**src/rtl/fetch_hazard_ctrl_pkg.sv**
```systemverilog
// Shared pipeline-control definitions: fetch FSM encoding, register-zero
// constant and legal ranges for the fetch-control parameters.
package fetch_hazard_ctrl_pkg;

    typedef enum logic [1:0] {
        RUN   = 2'd0,
        FLUSH = 2'd1,
        WAIT  = 2'd2
    } fetch_state_t;

    localparam logic [4:0] REG_ZERO = 5'd0;

    localparam int CNT_W            = 3;
    localparam int MEM_WAIT_MIN     = 0;
    localparam int MEM_WAIT_MAX     = 7;
    localparam int FLUSH_CYCLES_MIN = 1;
    localparam int FLUSH_CYCLES_MAX = 3;

endpackage

```
**src/rtl/fetch_hazard_ctrl_load_use.sv**
```systemverilog
// Combinational load-use compare, shared with the ID stage: a load in ID_EX
// whose destination feeds either source of the instruction in IF_ID.
module load_use_detect
    import fetch_hazard_ctrl_pkg::*;
(
    input  logic       mem_read,
    input  logic [4:0] ex_rt,
    input  logic [4:0] id_rs,
    input  logic [4:0] id_rt,
    output logic       lu
);

    // Register zero never carries a dependency.
    assign lu = mem_read && (ex_rt != REG_ZERO) &&
                ((ex_rt == id_rs) || (ex_rt == id_rt));

endmodule

```
**src/rtl/fetch_hazard_ctrl.sv**
```systemverilog
// Fetch-stage hazard/flush/bubble control with instruction-memory wait states.
// Optional FETCH_PERF_EN adds saturating stall/flush cycle counters.
module fetch_hazard_ctrl
    import fetch_hazard_ctrl_pkg::*;
#(
    parameter int MEM_WAIT     = 0,
    parameter int FLUSH_CYCLES = 1
) (
    input  logic        clk,
    input  logic        reset,
    input  logic        ID_EX_memRead,
    input  logic [4:0]  ID_EX_rt,
    input  logic [4:0]  IF_ID_rs,
    input  logic [4:0]  IF_ID_rt,
    input  logic        EX_MEM_select,
    output logic        hazard,
    output logic        flush,
    output logic        bubble,
    output logic        fetch_valid
`ifdef FETCH_PERF_EN
    ,
    output logic [31:0] stall_cycles,
    output logic [31:0] flush_cycles
`endif
);

    generate
        if (MEM_WAIT < MEM_WAIT_MIN || MEM_WAIT > MEM_WAIT_MAX) begin : g_bad_mem_wait
            $error("fetch_hazard_ctrl: MEM_WAIT out of range 0..7");
        end
        if (FLUSH_CYCLES < FLUSH_CYCLES_MIN || FLUSH_CYCLES > FLUSH_CYCLES_MAX) begin : g_bad_flush
            $error("fetch_hazard_ctrl: FLUSH_CYCLES out of range 1..3");
        end
    endgenerate

    localparam logic [CNT_W-1:0] WAIT_INIT  = CNT_W'(MEM_WAIT);
    localparam logic [CNT_W-1:0] FLUSH_INIT = CNT_W'(FLUSH_CYCLES - 1);
    localparam bit               HAS_WAIT   = (MEM_WAIT > 0);
    localparam bit               HAS_FLUSH  = (FLUSH_CYCLES > 1);

    fetch_state_t     state, state_n;
    logic [CNT_W-1:0] flush_cnt, flush_cnt_n;
    logic [CNT_W-1:0] wait_cnt, wait_cnt_n;
    logic             lu;

    load_use_detect u_lu (
        .mem_read (ID_EX_memRead),
        .ex_rt    (ID_EX_rt),
        .id_rs    (IF_ID_rs),
        .id_rt    (IF_ID_rt),
        .lu       (lu)
    );

    always_ff @(posedge clk) begin
        if (reset) begin
            state     <= RUN;
            flush_cnt <= '0;
            wait_cnt  <= '0;
        end else begin
            state     <= state_n;
            flush_cnt <= flush_cnt_n;
            wait_cnt  <= wait_cnt_n;
        end
    end

    always_comb begin
        state_n     = state;
        flush_cnt_n = flush_cnt;
        wait_cnt_n  = wait_cnt;
        hazard      = 1'b0;
        flush       = 1'b0;
        bubble      = 1'b0;
        fetch_valid = 1'b0;
        if (reset) begin
            state_n     = RUN;
            flush_cnt_n = '0;
            wait_cnt_n  = '0;
        end else if (EX_MEM_select) begin
            // A redirect restarts the flush/wait sequence from any state.
            flush       = 1'b1;
            flush_cnt_n = '0;
            wait_cnt_n  = '0;
            if (HAS_FLUSH) begin
                state_n     = FLUSH;
                flush_cnt_n = FLUSH_INIT;
            end else if (HAS_WAIT) begin
                state_n    = WAIT;
                wait_cnt_n = WAIT_INIT;
            end else begin
                state_n = RUN;
            end
        end else begin
            unique case (state)
                FLUSH: begin
                    flush = 1'b1;
                    if (flush_cnt <= CNT_W'(1)) begin
                        flush_cnt_n = '0;
                        if (HAS_WAIT) begin
                            state_n    = WAIT;
                            wait_cnt_n = WAIT_INIT;
                        end else begin
                            state_n = RUN;
                        end
                    end else begin
                        flush_cnt_n = flush_cnt - CNT_W'(1);
                    end
                end
                WAIT: begin
                    hazard = 1'b1;
                    bubble = lu;
                    if (wait_cnt <= CNT_W'(1)) begin
                        state_n    = RUN;
                        wait_cnt_n = '0;
                    end else begin
                        wait_cnt_n = wait_cnt - CNT_W'(1);
                    end
                end
                default: begin
                    // One-cycle stall: next cycle ID_EX holds the bubble, so lu clears.
                    if (lu) begin
                        hazard = 1'b1;
                        bubble = 1'b1;
                    end else begin
                        fetch_valid = 1'b1;
                        if (HAS_WAIT) begin
                            state_n    = WAIT;
                            wait_cnt_n = WAIT_INIT;
                        end
                    end
                end
            endcase
        end
    end

`ifdef FETCH_PERF_EN
    always_ff @(posedge clk) begin
        if (reset) begin
            stall_cycles <= '0;
            flush_cycles <= '0;
        end else begin
            if (hazard && (stall_cycles != 32'hFFFF_FFFF))
                stall_cycles <= stall_cycles + 32'd1;
            if (flush && (flush_cycles != 32'hFFFF_FFFF))
                flush_cycles <= flush_cycles + 32'd1;
        end
    end
`endif

endmodule
```
**config.mk**
```make
export PLATFORM = sky130hd
export DESIGN_NAME = fetch_hazard_ctrl
export DESIGN_NICKNAME = d
export VERILOG_FILES = /design/src/rtl/fetch_hazard_ctrl_pkg.sv /design/src/rtl/fetch_hazard_ctrl_load_use.sv /design/src/rtl/fetch_hazard_ctrl.sv
export SDC_FILE = /design/constraint.sdc
export NUM_CORES = 1
export LEC_CHECK = 0
export CORE_AREA = 2 2 39 41
export DETAILED_ROUTE_END_ITERATION = 8
export DIE_AREA = 0 0 41 43
export PLACE_DENSITY = 0.47
export SYNTH_ARGS = -nofsm -noshare
export SYNTH_HDL_FRONTEND = slang
export SYNTH_SLANG_ARGS = --single-unit
```
**constraint.sdc**
```tcl
create_clock -name clk -period 1.6 [get_ports clk]
set_clock_uncertainty 0.15 [all_clocks]
set_input_delay 0.32 -clock clk [delete_from_list [all_inputs] [get_ports clk]]
set_output_delay 0.32 -clock clk [all_outputs]
set_load 0.01 [all_outputs]
```
Yosys cells after proc, flatten, opt, wreduce, memory -nomap -nowiden
Cells that the tools add are included.
Storage, ports and cells
  register bits after elaboration: 8
  input bits: 19
  output and inout bits: 4
  word-level logic and storage cells: 40
Operators by class
  add/subtract/negate cells: 2
  $lt $le $gt $ge: 2
  equal/unequal tests: 6
  muxes and demuxes: 19
  reductions and logical operators: 8
Operators by type and width (number)
  1-bit two-way mux: 12
  5-bit equality test: 2
  3-bit by 1-bit <= comparator with 1-bit output, second input constant: 2
  3-bit two-way mux: 2
  3-bit by 1-bit subtractor with 3-bit output, second input constant: 2
  5-bit nonzero test: 1
  2-bit two-way mux: 2
  2-bit != test, second input constant: 2
  1-bit case mux with 2 select lines: 2
  2-bit case mux with 2 select lines: 1
  2-bit OR reduction: 2
  3-bit AND reduction: 1
  2-bit by 1-bit equality test with 1-bit output, second input constant: 1
  2-bit equality test, second input constant: 1
  1-bit logical AND: 2
  2-bit nonzero test: 1
  1-bit logical OR: 1

Longest topological paths before layout
  depth after elaboration: 7
  mapped depth: 5
  depth with buffers taken out: 4

Cells and area by module
Synthesis repeated with hierarchy kept, for this count alone.
Unflattened totals
  cells, all modules: 21
  area total of the unflattened synthesis: 153.9 um2
By module, submodules not included
  load_use_detect: instances 1, cells each 17, area an instance 125.1 um2, sequential area each 0.0 um2
  fetch_hazard_ctrl: instances 1, cells each 4, area an instance 28.8 um2, sequential area each 0.0 um2

Least setup slack after synthesis
No wires, ideal clock.
  path type: input to output
  start point: in ID_EX_rt[2]
  end point: out hazard
  arrival: 1.332 ns
  data required time: 1.130 ns
  path slack: -0.202 ns
  stages on the path: 4
  cells stage by stage: or4_1 > o21a_1 > and3_1 > buf_4
On the way
  cells in the longest elaborated chain, start to end: 7
  elaborated cells on any way between the ends: 10
  those cells by class: eq/ne (2); mux (4); reduce/logical (4)
Ends and longest elaborated chain
  start: declaration: line fetch_hazard_ctrl.sv:12  | input logic [4:0] ID_EX_rt,
  5-bit equality test or 5-bit nonzero test (tied branches): line fetch_hazard_ctrl_load_use.sv:15, fetch_hazard_ctrl_load_use.sv:14
  1-bit logical OR or 1-bit logical AND (tied branches): line fetch_hazard_ctrl_load_use.sv:15, fetch_hazard_ctrl_load_use.sv:14
  1-bit logical AND (*): line fetch_hazard_ctrl_load_use.sv:14  | assign lu = mem_read && (ex_rt != REG_ZERO) &&
  1-bit two-way mux (*): line fetch_hazard_ctrl.sv:120  | if (lu) begin
  1-bit case mux with 2 select lines (*): line fetch_hazard_ctrl.sv:93  | unique case (state)
  1-bit two-way mux (*): line fetch_hazard_ctrl.sv:78  | end else if (EX_MEM_select) begin
  1-bit two-way mux (*): line fetch_hazard_ctrl.sv:74  | if (reset) begin
  end: declaration: line fetch_hazard_ctrl.sv:16  | output logic hazard,
Mark *: on every way between the ends. The rest lies on a longest branch, timed or not.

Final worst setup path
  start point: in ID_EX_rt[4]
  end point: out bubble
On the way
  cells in the longest elaborated chain, start to end: 7
  elaborated cells on any way between the ends: 10
  those cells by class: eq/ne (2); mux (4); reduce/logical (4)
Ends and longest elaborated chain
  5-bit equality test or 5-bit nonzero test (tied branches): line fetch_hazard_ctrl_load_use.sv:15, fetch_hazard_ctrl_load_use.sv:14
  1-bit logical OR or 1-bit logical AND (tied branches): line fetch_hazard_ctrl_load_use.sv:15, fetch_hazard_ctrl_load_use.sv:14
  1-bit logical AND (*): line fetch_hazard_ctrl_load_use.sv:14
  1-bit two-way mux: line fetch_hazard_ctrl.sv:120
  1-bit case mux with 2 select lines (*): line fetch_hazard_ctrl.sv:93
  1-bit two-way mux (*): line fetch_hazard_ctrl.sv:78
  1-bit two-way mux (*): line fetch_hazard_ctrl.sv:74
  end: declaration: line fetch_hazard_ctrl.sv:18  | output logic bubble,
Marked as above.

==> out/results.txt <==
The final worst-path cycle share is 1.17. The vertical die dimension is 43 um, and the via total after detailed routing is 241. The tools report the part of the Yosys area used for sequential elements as 0.

The run gives 0.00138 mm2 as the core area. The initial antenna violation count was 0; the first-pass GRT wire length was 772 um. The routed design has 506 um of wire.

For the data arrival at the endpoint of the critical path, the log shows 1.40 ns. For the worst IR drop on VDD, the log shows 0.0647 mV. The die covers 0.00176 mm2. The synthesized design spends more area on one cell type than any other, namely xnor2_1. In the final routed layout, each cell accounts on average for 7.91 um. The number of maximum-capacitance constraint violations was 0; the first-pass detailed-route iteration total was 2. Measured along the x axis, the die boundary spans 41 um. The cell count of the worst hold path came out at 5. The floorplan has 14 rows. The largest single stage delay on the critical path is 0.51 ns. The number of nets produced by synthesis was 41.

The worst setup path is captured at a primary output. The fraction of final layout cells with drive strength greater than 1 was 0.333; the number of failing hold endpoints at the final stage was 0. STA classifies the critical path startpoint as an input port. The logs give 4 for the largest net degree at the start of global routing and 0 for the remaining number of nets flagged by the antenna check after routing.

Averaged over all synthesized cells, the footprint is 7.17 um2. xnor2_1 is the most common cell in the netlist. The launching instance or port of the critical path was ID_EX_rt[4]. The tools report the worst-case hold slack as 0.967 ns. Setup repair after global routing could not meet its margin everywhere. After technology mapping, the gate count stands at 22. The repair_antennas step left the layout with diodes totalling 0.

The total negative setup slack is -0.778 ns, and the pin slew with the least headroom to its limit is 0.149 ns. The share of the synthesized area in the top cell type was 0.556. The run gives 535 MHz as the achievable frequency. The sequential cell area in the final layout was 0 um2; the via count of the first global-routing pass was 220. The final count of pins violating max slew is 0. Counting the fill cells in the layout gives 161. At the end of routability-driven placement, the weighted congestion stood at 0.646.

The run gives 433 um2 as the total cell area at the placement stage. In the finished layout, the clock tree contains a buffer count of 0. The flow ran to the end, but the final reports show violations.

The most common cell type on the critical path is buf_6. The run gives 11 as the count of cell types in the netlist. The critical path in this run is classified as input port to primary output.

In this run the worst setup path terminates at bubble. The final reports fail on setup timing. The hold buffer count at cts was 0. The logs give 69 for the final net count and 0.189 nW for the static leakage power.

The area added between synthesis and finish is 165%, and the setup slack after layout is -0.271 ns. Data on the critical path is required at its endpoint by 1.13 ns. The worst hold-check path type is input port to primary output. The number of warnings issued by yosys is 0, and the total track usage is 0.0569. Traced cell by cell, the critical path runs through buf_6 -> or4_4 -> o21a_1 -> and3_4 -> buf_6. The mapped netlist covers 158 um2. With fillers left out, the area of the finished cells amounts to 418 um2. The commonest cells after synthesis are xnor2_1 (10), nand2_1 (2), nand3_1 (2). The power per unit of standard cell area is 223 mW/mm2, and the detailed router's first-iteration violation count is 1. The run gives 0.114 as the effective utilization at floorplan. After detailed routing, the number of vias per cell comes to 3.77. The total overflow left after global routing is 0.

The logs give 0 for the number of buffers added for setup after CTS and 3 for the number of setup violations in the final report. Master of the slowest instance on the critical path: or4_4. Along the worst path, the maximum fanout reaches 2. The shortest period the worst path allows is 1.87 ns, and the number of sequential cells is 0.

The count of buffers added on input and output ports is 22. The logs give -1.02 ns for the placement-stage worst setup slack and 23 for the number of placed I/O pins. Ranked by total cell area, the synthesized netlist is headed by xnor2_1 (56%), nand3_1 (6.3%), a21boi_1 (4.8%). In the routed design, unresolved DRC markers number 0. The tools report the headroom to the max-slew limit as 0.900.
==> cells by family after synthesis <==
| logic type | share of synthesized area |
|---|---|
| AND/OR/NAND/NOR | 0.262 |
| buffers and inverters | 0.0476 |
| AO/OA/AOI/OAI | 0.135 |
| XOR/XNOR | 0.556 |
==> cells in the final DEF, fill, tap and decap left out <==
cell	n
a21boi_1	1
and3_4	1
buf_2	4
buf_4	5
buf_6	4
clkdlybuf4s50_1	3
dlygate4sd2_1	10
dlymetal6s2s_1	1
nand2_1	2
nand3_1	2
nor2_1	1
nor2b_1	1
o21a_1	1
o22ai_2	1
or4_4	1
xnor2_1	10
==> worst min path at each step <==
stage	slack, ns	start	to
after floorplan	0.54	reset	flush
after global placement	1.48	reset	flush
after detailed placement	1.48	reset	flush
after CTS	0.97	ID_EX_rt[4]	fetch_valid
after global routing	1.0	ID_EX_rt[4]	fetch_valid
final	0.97	ID_EX_rt[2]	fetch_valid
==> per-stage QoR <==
stage	util	std cells	power, W
after CTS	0.302	64	0.0000957
after detailed placement	0.313	64	0.000105
final	0.302	64	0.0000934
after global placement	0.313	64	0.000106
after floorplan	-	22	0.0000352
after global routing	0.302	64	0.000102
==> worst max-delay path, delay by kind of cell <==
| family | cells | cell delay [ns] |
|---|---|---|
| compound gates | 1 | 0.19 |
| buf+inv | 2 | 0.20 |
| simple gates | 2 | 0.68 |
==> repair_timing <==
item,4_1_cts,5_1_grt
gates cloned,0,0
pin swaps,11,2
resized for setup,45,3
endpoints found under the setup margin,4,3
==> final cells by class <==
cell class                      instances  area [um2]  area share
Multi-Input combinational cell         21         165       0.395
Tap cell                               16        20.0      0.0479
Timing Repair Buffer                   27         233       0.557
==> report_power, final <==
part / internal (W) / switching [W] / total [W]
clock network: 0 / 0 / 0
logic: 0.0000616 / 0.0000318 / 0.0000934
registers: 0 / 0 / 0
==> routing by layer <==
layer / global-route usage / up-vias / wire length, um
met2: 0.103 / 15 / 220
met3: 0.0105 / 0 / 92
met1: 0.0696 / 100 / 193
met5: 0 / - / 0
met4: 0 / 0 / 0
li1: - / 126 / -
Power figures use the tool's default switching activity.
